**src/rtl/and_d6_slice.sv**
```systemverilog
// Four 6-input LUTs that share one truth-table write port, modelled on an FPGA logic slice.
// Each output bit j looks up its own table using bit j of in0..in5 as the address.
module and_d6_slice #(
    parameter logic [63:0] INIT    = 64'h8000_0000_0000_0000,
    parameter int          OUT_REG = 0
) (
    input  logic        clk,
    input  logic        rst,
    input  logic [3:0]  in0,
    input  logic [3:0]  in1,
    input  logic [3:0]  in2,
    input  logic [3:0]  in3,
    input  logic [3:0]  in4,
    input  logic [3:0]  in5,
    input  logic        cfg_we,
    input  logic [3:0]  cfg_lut,
    input  logic [63:0] cfg_data,
    output logic [3:0]  out
);

    logic [63:0] r_tbl [4];
    logic [5:0]  w_idx [4];
    logic [3:0]  w_result;

    // NOTE: the tables are state that must come up as INIT, so unlike a plain RAM
    // every entry is reset; reset also overrides cfg_we.
    always_ff @(posedge clk or posedge rst) begin
        if (rst) begin
            for (int j = 0; j < 4; j++) begin
                r_tbl[j] <= INIT;
            end
        end else if (cfg_we) begin
            for (int j = 0; j < 4; j++) begin
                // NOTE: non-blocking, so a lookup in this cycle still sees the old table.
                if (cfg_lut[j]) begin
                    r_tbl[j] <= cfg_data;
                end
            end
        end
    end

    always_comb begin
        // NOTE: defaults first so no path through this block can infer a latch.
        w_result = '0;
        for (int j = 0; j < 4; j++) begin
            w_idx[j]    = {in5[j], in4[j], in3[j], in2[j], in1[j], in0[j]};
            w_result[j] = r_tbl[j][w_idx[j]];
        end
    end

    generate
        if (OUT_REG != 0) begin : g_reg
            logic [3:0] r_out;

            always_ff @(posedge clk or posedge rst) begin
                if (rst) begin
                    r_out <= 4'b0000;
                end else begin
                    r_out <= w_result;
                end
            end

            assign out = r_out;
        end else begin : g_comb
            assign out = w_result;
        end
    endgenerate

endmodule

```
**config.mk**
```make
export PLATFORM = sky130hd
export DESIGN_NAME = and_d6_slice
export DESIGN_NICKNAME = d
export VERILOG_FILES = /design/src/rtl/and_d6_slice.sv
export SDC_FILE = /design/constraint.sdc
export NUM_CORES = 1
export LEC_CHECK = 0
export ABC_AREA = 0
export BUFFER_PORTS_ARGS = -buffer_cell sky130_fd_sc_hd__buf_2
export CAP_MARGIN = 20
export CORE_MARGIN = 1.5
export CORE_UTILIZATION = 45
export CTS_BUF_LIST = sky130_fd_sc_hd__clkbuf_8
export DETAILED_ROUTE_END_ITERATION = 7
export GPL_TIMING_DRIVEN = 0
export PLACE_DENSITY = 0.72
export SYNTH_ARGS = -nofsm -noshare
export SYNTH_HDL_FRONTEND = slang
export SYNTH_SLANG_ARGS = --single-unit
export TNS_END_PERCENT = 20
```
**constraint.sdc**
```tcl
create_clock -name clk -period 11 [get_ports clk]
set_input_delay 0 -clock clk [delete_from_list [all_inputs] [get_ports clk]]
set_output_delay 0 -clock clk [all_outputs]
set_load 0.01 [all_outputs]
```
==> impl_metrics.ini, run 1 <==
[clock_tree]
cts_tree = yes
path_clk_slew_ns = 0.06
ctsResizeCount = 0
root_buffer = clkbuf_8
cts_buffer_depth = 3
insertion_delay_ns = 0.54
numCtsBuffers = 42
cts_max_level = 2
clock_sinks = 256

[setup_path]
slowest_delay_ns = 0.57
cp.required_ns = 11.00
rr_startpoint = r_tbl[86]$_DFFE_PP0P_
cpLargestDelayFamily = multiplexers
reg2regPathDepth = 1
worst_setup_path_start_kind = flop
critPathBufInv = 1
slowest_stage = mux4_1
arrival_ns = 2.44
cpMostUsedCell = mux2i_1
timing.rr.end = r_tbl[86]$_DFFE_PP0P_
end_kind = output pin
path_class = reg2out
path_max_fanout = 2
rrSetupSlack_ns = 10.22
cp_cell_sequence = mux4_1 -> mux2i_1 -> mux2i_1 -> a311oi_1 -> o31ai_1 -> buf_2

[sta]
maxSlewViolCount = 0
whs_ns = 0.01625
fin_crit_ns = 2.441
setup_ws_ns = 8.559
slew_headroom = 0.2785
finalCritPeriodShare = 0.2219
fmax_mhz = 409.7
fin_tns_setup_ns = 0
fin_skew_ns = 0
worst_pin_slew_ns = 1.082
setup_violations = 0
finalHoldViolations = 0
rsz0062_at_grt = false

[layout]
drive_gt1_frac = 0.4957
fin_nets = 1001
reg.largest.list = r_tbl x256
regMostFlops = r_tbl
largest_reg_flops = 256
syn2layout_area_growth_pct = 20.61
final_cell_area_um2 = 14090

[placement]
detailed_place.area_um2 = 12590
dp_slack_ns = 8.716
hpwl_mm = 20.05
io_buffers = 88
gp_congestion = 0.8383

[routing]
drt_iter0_markers = 501
first_pass_iters = 4
via_per_inst = 5.620
post-route-drc-count = 0
ant_nets = 0
via_count = 7120
wl_per_cell_um = 23.00
routed_wl_mm = 29.14

[floorplanning]
io_pins = 99
die_h_um = 164.1
start_util = 0.4611
floorplan.core_area_um2 = 25330
dieArea_um2 = 26930
rows = 58
die_w_um = 164.1

[yosys]
synth_fa_ha_area_frac = 0
syn_inst = 707
muxShareOfSynthArea = 0.4029
yosysWarnings = 0
avgSynthCellArea_um2 = 16.52
synth_nets = 802
synth_compound_area_frac = 0.01232
ys_types = 30
ys_ff_latch = 256
synth_top_family_by_area = multiplexers
netlist_area_um2 = 11680
synthSimpleGateAreaFrac = 0.01382
yosysSeqAreaShare = 0.5490
synth_xor_area_frac = 0

[grt]
grt_pass1_wl_mm = 44.58
grt-ovfl-total = 0
grt_pass1_vias = 7500
antenna_found_initial = 2
grt_use_total = 0.2266
grt_max_degree = 114

[power]
irDropWorstVdd_uv = 121.4
p_leak_nw = 6.095
pwr_density_cell_nw_per_um2 = 169.4

[min_path]
hold_class = in2async

[run]
maxCapViolations = 0

[status]
status = complete, no violations
==> metal layers <==
metal | wire, um | share of wire | track usage
met1 | 13210 | 0.45 | 0.3233
met2 | 13780 | 0.47 | 0.3588
met3 | 1633 | 0.056 | 0.04091
met4 | 510 | 0.018 | 0.05868
met5 | 0 | 0 | 0
==> placed cells by master, fill, tap and decap left out <==
| cell | instances |
|---|---|
| a211oi_1 | 2 |
| a21oi_1 | 3 |
| a22oi_1 | 4 |
| a311oi_1 | 4 |
| a31oi_1 | 2 |
| buf_1 | 2 |
| buf_12 | 2 |
| buf_16 | 2 |
| buf_2 | 93 |
| buf_4 | 3 |
| buf_6 | 2 |
| bufinv_16 | 2 |
| clkbuf_1 | 30 |
| clkbuf_4 | 2 |
| clkbuf_8 | 50 |
| clkinv_2 | 6 |
| dfrtp_1 | 252 |
| dfstp_2 | 4 |
| diode_2 | 1 |
| dlygate4sd3_1 | 65 |
| inv_1 | 18 |
| inv_8 | 1 |
| mux2_2 | 257 |
| mux2i_1 | 28 |
| mux4_1 | 24 |
| mux4_2 | 40 |
| nand2_1 | 13 |
| nand2b_1 | 3 |
| nand3_1 | 4 |
| nor2_1 | 3 |
| nor2b_1 | 4 |
| nor3_1 | 2 |
| nor3b_1 | 2 |
| nor4_1 | 2 |
| o22ai_1 | 2 |
| o311ai_0 | 1 |
| o31ai_1 | 2 |
==> cell usage after synthesis, drive strengths merged <==
cell / n / area share
a211oi: 2 / 0.0013
a21oi: 3 / 0.0013
a22oi: 4 / 0.0026
a311oi: 4 / 0.0030
a31oi: 2 / 0.0011
buf: 14 / 0.010
clkbuf: 32 / 0.011
dfrtp: 252 / 0.54
dfstp: 4 / 0.0090
inv: 3 / 0.00096
mux2: 257 / 0.25
mux2i: 28 / 0.024
mux4: 64 / 0.13
nand2: 13 / 0.0042
nand2b: 3 / 0.0016
nand3: 4 / 0.0017
nor2: 3 / 0.00096
nor2b: 4 / 0.0021
nor3: 2 / 0.00086
nor3b: 2 / 0.0013
nor4: 2 / 0.0011
o22ai: 2 / 0.0011
o311ai: 1 / 0.00075
o31ai: 2 / 0.0013
==> worst min-delay path, stage by stage <==
cell,delay [ns]
dlygate4sd3_1,0.53
buf_2,0.15
inv_8,0.30
==> metrics by stage <==
stage / util / instances / total power, mW
2_1_floorplan: - / 707 / 1.422
3_3_place_gp: 0.4948 / 1125 / 1.538
3_5_place_dp: 0.4973 / 1127 / 1.556
4_1_cts: 0.5561 / 1266 / 2.407
5_1_grt: 0.5561 / 1266 / 2.497
6_report: 0.5562 / 1267 / 2.387
==> area by class of cell <==
class,count,area [um2]
Buffer,46,245.2
Sequential cell,256,6411
Multi-Input combinational cell,402,5011
Antenna cell,1,2.502
Timing Repair Buffer,155,1146
Clock buffer,50,688.2
Fill cell,2034,11240
Inverter,3,18.77
Clock inverter,24,150.1
Tap cell,330,412.9
==> cell families (layout without fill, tap and decap cells) <==
group | count (synthesis) | after routing
multiplexers | 349 | 349
AND/OR/NAND/NOR | 33 | 33
AO/OA/AOI/OAI | 20 | 20
buffers and inverters | 49 | 278
flip-flops | 256 | 256
other | 0 | 1
==> power breakdown <==
part / total, mW / switching, mW / internal [mW] / leakage (nW)
registers: 1.15 / 0.0651 / 1.08 / 3.00
logic: 0.409 / 0.173 / 0.236 / 2.60
clock network: 0.830 / 0.371 / 0.458 / 0.496
total: 2.39 / 0.609 / 1.78 / 6.09
==> how the worst max path moves through the flow <==
stage / from / slack (ns) / cells past startpoint / to
after floorplan: rst / 3.96 / 1 / r_tbl[0]$_DFFE_PP0P_
after global routing: r_tbl[77]$_DFFE_PP0P_ / 8.49 / 6 / out[2]
after detailed placement: in2[1] / 8.72 / 8 / out[1]
final: r_tbl[205]$_DFFE_PP0P_ / 8.56 / 6 / out[0]
after global placement: rst / 1.09 / 2 / r_tbl[41]$_DFFE_PP0P_
after CTS: r_tbl[205]$_DFFE_PP0P_ / 8.56 / 6 / out[0]
==> timing repair <==
item / in CTS / in global routing
hold endpoints to repair: 433 / 0
hold buffers: 65 / 0
buffers inserted: 0 / 0
setup endpoints to repair: 0 / 0
Power figures use the tool's default switching activity.
==> inputs of run 2 (changes only) <==
==> constraint.sdc (replaced) <==
create_clock -name clk -period 2.3 [get_ports clk]
set_input_delay 0 -clock clk [delete_from_list [all_inputs] [get_ports clk]]
set_output_delay 0 -clock clk [all_outputs]
set_load 0.01 [all_outputs]
==> run 2 against run 1 <==
The flow now finishes with violations (setup timing). Combinational power increased to 5.0 times the previous value. Wire length is 1.5% higher. Non-clock buffer count grew 5. Sequential share of layout area decreased by 0.48 points. Critical path depth unchanged. Critical endpoint unchanged.
==> impl_metrics.ini, run 2 (synthesis results as in run 1) <==
[routing]
wl_per_cell_um = 23.20
first_pass_iters = 5
ant_nets = 0
routed_wl_mm = 29.56
post-route-drc-count = 0
via_per_inst = 5.615
via_count = 7154
drt_iter0_markers = 476

[placement]
io_buffers = 88
dp_slack_ns = -0.009785
hpwl_mm = 20.59
gp_congestion = 0.8401

[layout]
fin_nets = 1007
final_common_cell = mux2_2
fillers = 2026
syn2layout_area_growth_pct = 21.91
reg.largest.list = r_tbl x256
regMostFlops = r_tbl
drive_gt1_frac = 0.5234
final_cell_mix = mux2_2, dfrtp_1, buf_2, dlygate4sd3_1, clkbuf_8
largest_reg_flops = 256
final_util = 0.5621

[clock_tree]
path_clk_slew_ns = 0.07
cts_tree = yes
insertion_delay_ns = 0.53
cts_buffer_depth = 3
cts_max_level = 2
numCtsBuffers = 43
root_buffer = clkbuf_8
clock_sinks = 256
post_cts_buffers = 0

[sta]
fin_skew_ns = 0
fin_crit_ns = 2.396
whs_ns = 0.1040
setup_ws_ns = -0.09595
fmax_mhz = 417.4
maxSlewViolCount = 0
worst_pin_slew_ns = 0.9991
setup_violations = 1
rsz0062_at_grt = true
finalHoldViolations = 0
finalCritPeriodShare = 1.042
slew_headroom = 0.3340

[setup_path]
slowest_delay_ns = 0.50
rrSetupSlack_ns = 1.53
cpMostUsedCell = mux2i_1
worst_setup_path_start_kind = flop
rr_startpoint = r_tbl[74]$_DFFE_PP0P_
arrival_ns = 2.40
timing.rr.end = r_tbl[74]$_DFFE_PP0P_
end_kind = output pin
cp_cell_sequence = mux4_2 -> mux2i_1 -> mux2i_1 -> a311oi_1 -> o31ai_2 -> buf_2
path_class = reg2out
slowest_stage = mux4_2
reg2regPathDepth = 1
cp.required_ns = 2.30
path_max_fanout = 2

[floorplanning]
die_w_um = 164.1
rows = 58
io_pins = 99
floorplan.core_area_um2 = 25330
dieArea_um2 = 26930
die_h_um = 164.1
start_util = 0.4611

[grt]
grt-ovfl-total = 0
grt_pass1_wl_mm = 45.93
grt_max_degree = 42
grt_pass1_vias = 7785
antenna_found_initial = 1
grt_use_total = 0.2322

[power]
p_leak_nw = 6.101
irDropWorstVdd_uv = 504.0
power_mw = 11.42
pwr_density_cell_nw_per_um2 = 801.8

[run]
maxCapViolations = 0

[status]
violations = setup timing
status = finished, violations left

[min_path]
hold_class = in2async
-- run 2: changes by cell type in the layout (fill, tap and decap cells not counted), moves of 3 or more --
| cell | before | now |
|---|---|---|
| mux2i_1 | 28 | 21 |
| mux2i_4 | 0 | 4 |
| a21oi_1 | 3 | 0 |
| a21oi_2 | 0 | 3 |
| mux2i_2 | 0 | 3 |
| mux4_1 | 24 | 16 |
| mux4_2 | 40 | 48 |
| clkbuf_8 | 50 | 54 |
| buf_12 | 2 | 8 |
-- run 2: routing by layer --
| layer | vias to the layer above | wire length [um] | global-route usage |
|---|---|---|---|
| met5 | - | 0 | 0 |
| met4 | 0 | 569 | 0.06777 |
| met3 | 42 | 1875 | 0.05758 |
| met2 | 230 | 13900 | 0.3648 |
| met1 | 3771 | 13220 | 0.3207 |
| li1 | 3111 | - | - |
-- run 2: power breakdown --
part | total (mW) | internal, mW | switching (mW)
clock network | 3.87 | 2.10 | 1.77
registers | 5.50 | 5.18 | 0.318
logic | 2.05 | 1.18 | 0.867
-- run 2: worst max path at each step --
stage          cells after the start                     end  slack [ns]              startpoint
6_report                           6                  out[0]        -0.1  r_tbl[207]$_DFFE_PP0P_
5_1_grt                            6                  out[0]       -0.13  r_tbl[207]$_DFFE_PP0P_
4_1_cts                            6                  out[0]       -0.05  r_tbl[223]$_DFFE_PP0P_
2_1_floorplan                      1    r_tbl[0]$_DFFE_PP0P_       -1.07                     rst
3_3_place_gp                       2  r_tbl[151]$_DFFE_PP0P_       -2.62                     rst
3_5_place_dp                       8                  out[1]       -0.01                  in2[1]
-- run 2: timing repair --
| item | CTS | global route |
|---|---|---|
| endpoints found under the hold margin | 343 | 0 |
| setup endpoints to repair | 4 | 4 |
| gates resized for setup | 16 | 14 |
| pin swaps | 4 | 4 |
| hold buffers | 65 | 0 |
-- run 2: critical path: cells and delay by family (launching register included) --
kind                   cells  cell delay, ns
AOI/OAI and AO/OA          2            0.52
buffers and inverters      1            0.16
DFF                        1            0.37
muxes                      3            0.80
-- run 2: stage by stage --
| stage | instances | TNS (ns) | instance area (um2) |
|---|---|---|---|
| floorplan | 707 | -269.95 | 11680 |
| global placement | 1125 | -660.47 | 12540 |
| detailed placement | 1132 | -0.009785 | 12680 |
| CTS | 1272 | -0.04840 | 14180 |
| global route | 1272 | -0.2394 | 14230 |
| finish | 1274 | -0.09595 | 14240 |
-- run 2: final cells by class --
| cell class | count | area [um2] | area share |
|---|---|---|---|
| repair buffers | 160 | 1239 | 0.08700 |
| plain buffers | 46 | 246.5 | 0.01731 |
| clock buffers | 54 | 743.2 | 0.05220 |
| diodes | 2 | 5.005 | 0.0003515 |
| flip-flops and latches | 256 | 6411 | 0.4503 |
| clock inverters | 21 | 83.83 | 0.005888 |
| well taps | 330 | 412.9 | 0.02900 |
| multi-input cells | 402 | 5081 | 0.3569 |
| inverters | 3 | 15.01 | 0.001055 |
==> inputs of run 3 (changes only) <==
==> constraint.sdc (replaced) <==
create_clock -name clk -period 2.3 [get_ports clk]
set_input_delay 0.115 -clock clk [delete_from_list [all_inputs] [get_ports clk]]
set_output_delay 0.115 -clock clk [all_outputs]
set_load 0.01 [all_outputs]
==> run 3 against run 2 <==
The run still ends with setup timing left. Register-to-register slack about the same. Cell count did not move. Clock skew is the same. Combinational power is essentially flat. Critical endpoint unchanged. Setup slack worse by 0.11 ns. Largest cell class unchanged. Sequential cell count did not move. Sequential share of layout area is essentially flat. Final area about the same. Sequential power hardly changed. Clock power is essentially flat.
==> impl_metrics.ini, run 3 (synthesis results as in run 1) <==
[status]
status = finished, violations left
violations = setup timing

[routing]
drt_iter0_markers = 538
first_pass_iters = 5
ant_nets = 0
post-route-drc-count = 0
via_per_inst = 5.615
routed_wl_mm = 29.62
wl_per_cell_um = 23.25
via_count = 7154

[power]
comb_power_share = 0.180
power_frac_clock = 0.339
p_sw_frac = 0.2593
switching_power_mw = 2.962
p_leak_nw = 6.100
pwr-share-seq = 0.482
irDropWorstVdd_uv = 503.2
intPower_mw = 8.462
pwr_density_cell_nw_per_um2 = 801.6
power_mw = 11.42

[grt]
grt-ovfl-total = 0
grt_max_degree = 42
grt_pass1_vias = 7792
grt_use_total = 0.2328
antenna_found_initial = 1
grt_pass1_wl_mm = 46.02

[setup_path]
worst_setup_path_start_kind = flop
arrival_ns = 2.39
rr_startpoint = r_tbl[199]$_DFFE_PP0P_
cp.required_ns = 2.18
crit_start = r_tbl[207]$_DFFE_PP0P_
end_kind = output pin
path_class = reg2out
path_max_fanout = 2

[clock_tree]
numCtsBuffers = 43
cts_max_level = 2
path_clk_slew_ns = 0.07
cts_buffer_depth = 3
clock_sinks = 256
insertion_delay_ns = 0.53
root_buffer = clkbuf_8
cts_tree = yes
post_cts_buffers = 0

[sta]
fin_skew_ns = 0
whs_ns = 0.2183
rsz0062_at_grt = true
finalCritPeriodShare = 1.090
fin_crit_ns = 2.507
maxSlewViolCount = 0
slew_headroom = 0.4470
setup_violations = 4
setup_ws_ns = -0.2072
fin_tns_setup_ns = -0.4656
fmax_mhz = 398.9
worst_pin_slew_ns = 0.8296
finalHoldViolations = 0

[placement]
hpwl_mm = 20.59
dp_slack_ns = -0.2398
io_buffers = 88
gp_congestion = 0.8401

[floorplanning]
die_h_um = 164.1
start_util = 0.4611
io_pins = 99
floorplan.core_area_um2 = 25330
rows = 58
die_w_um = 164.1
dieArea_um2 = 26930

[layout]
largest_reg_flops = 256
multi_input_area_um2 = 5081
final_cell_mix = mux2_2, dfrtp_1, buf_2, dlygate4sd3_1, clkbuf_8
reg.largest.list = r_tbl x256
final_common_cell = mux2_2
regMostFlops = r_tbl
fin_nets = 1007
fillers = 2030
syn2layout_area_growth_pct = 22.03
drive_gt1_frac = 0.5276
regArea_um2 = 6411

[min_path]
hold_class = in2async

[run]
maxCapViolations = 0
==> run 3: cell count changes in the layout (fill, tap and decap cells not counted) <==
| cell | change |
|---|---|
| clkdlybuf4s15_2 | +2 |
| a21oi_1 | +1 |
| nor3b_2 | +1 |
| nor3b_1 | -1 |
| mux4_2 | +2 |
| buf_1 | -1 |
| o22ai_2 | +1 |
| a21oi_2 | -1 |
| clkbuf_2 | -1 |
| mux4_1 | -2 |
| o22ai_1 | -1 |
==> run 3: metrics by stage <==
| step | std cells | instance area (um2) | util |
|---|---|---|---|
| 2_1_floorplan | 707 | 11680 | - |
| 3_3_place_gp | 1125 | 12540 | 0.4950 |
| 3_5_place_dp | 1132 | 12680 | 0.5008 |
| 4_1_cts | 1272 | 14200 | 0.5608 |
| 5_1_grt | 1272 | 14250 | 0.5625 |
| 6_report | 1274 | 14250 | 0.5627 |
==> run 3: power groups by stage <==
stage	clock network (mW)	registers, mW	logic [mW]
finish	3.87	5.50	2.05
global route	4.19	5.57	2.20
CTS	3.96	5.49	2.04
detailed placement	0	5.56	1.90
global placement	0	5.54	1.82
floorplan	0	5.45	1.35
==> run 3: final timing paths <==
check	endpoint	depth (start not counted)	slack, ns
max reg2reg	r_tbl[199]$_DFFE_PP0P_	1	1.53
min reg2reg	r_tbl[136]$_DFFE_PP0P_	1	0.50
min in group clk	r_tbl[13]$_DFFE_PP0P_	3	0.39
max	out[0]	6	-0.21
max in group asynchronous	r_tbl[24]$_DFFE_PP0P_	7	0.70
min	r_tbl[120]$_DFFE_PP0P_	3	0.22
==> run 3: repair_timing <==
action | CTS | global route
hold buffers | 65 | 0
setup endpoints to repair | 4 | 4
pin swaps | 5 | 2
hold endpoints to repair | 281 | 0
gates resized for setup | 25 | 10
==> run 3: routing by layer <==
metal / track usage / up-vias / routed length (um)
met5: 0 / - / 0
met4: 0.06281 / 0 / 471
met3: 0.05530 / 37 / 2023
met2: 0.3682 / 236 / 14060
met1: 0.3228 / 3780 / 13060
li1: - / 3101 / -
==> run 3: area by class of cell <==
| cell class | count | area share |
|---|---|---|
| antenna | 2 | 0.0003512 |
| buffer | 46 | 0.01826 |
| clock buffer | 54 | 0.05215 |
| clock inverter | 21 | 0.005882 |
| inverter | 3 | 0.001054 |
| multi-input combinational | 402 | 0.3565 |
| sequential | 256 | 0.4499 |
| tap | 330 | 0.02897 |
| timing repair buffer | 160 | 0.08692 |
==> run 3: worst max-delay path: stages (launching register included) <==
cell      delay [ns]
dfrtp_1         0.37
mux4_2          0.50
mux2i_1         0.15
mux2i_1         0.14
a311oi_1        0.37
o31ai_2         0.15
buf_2           0.16
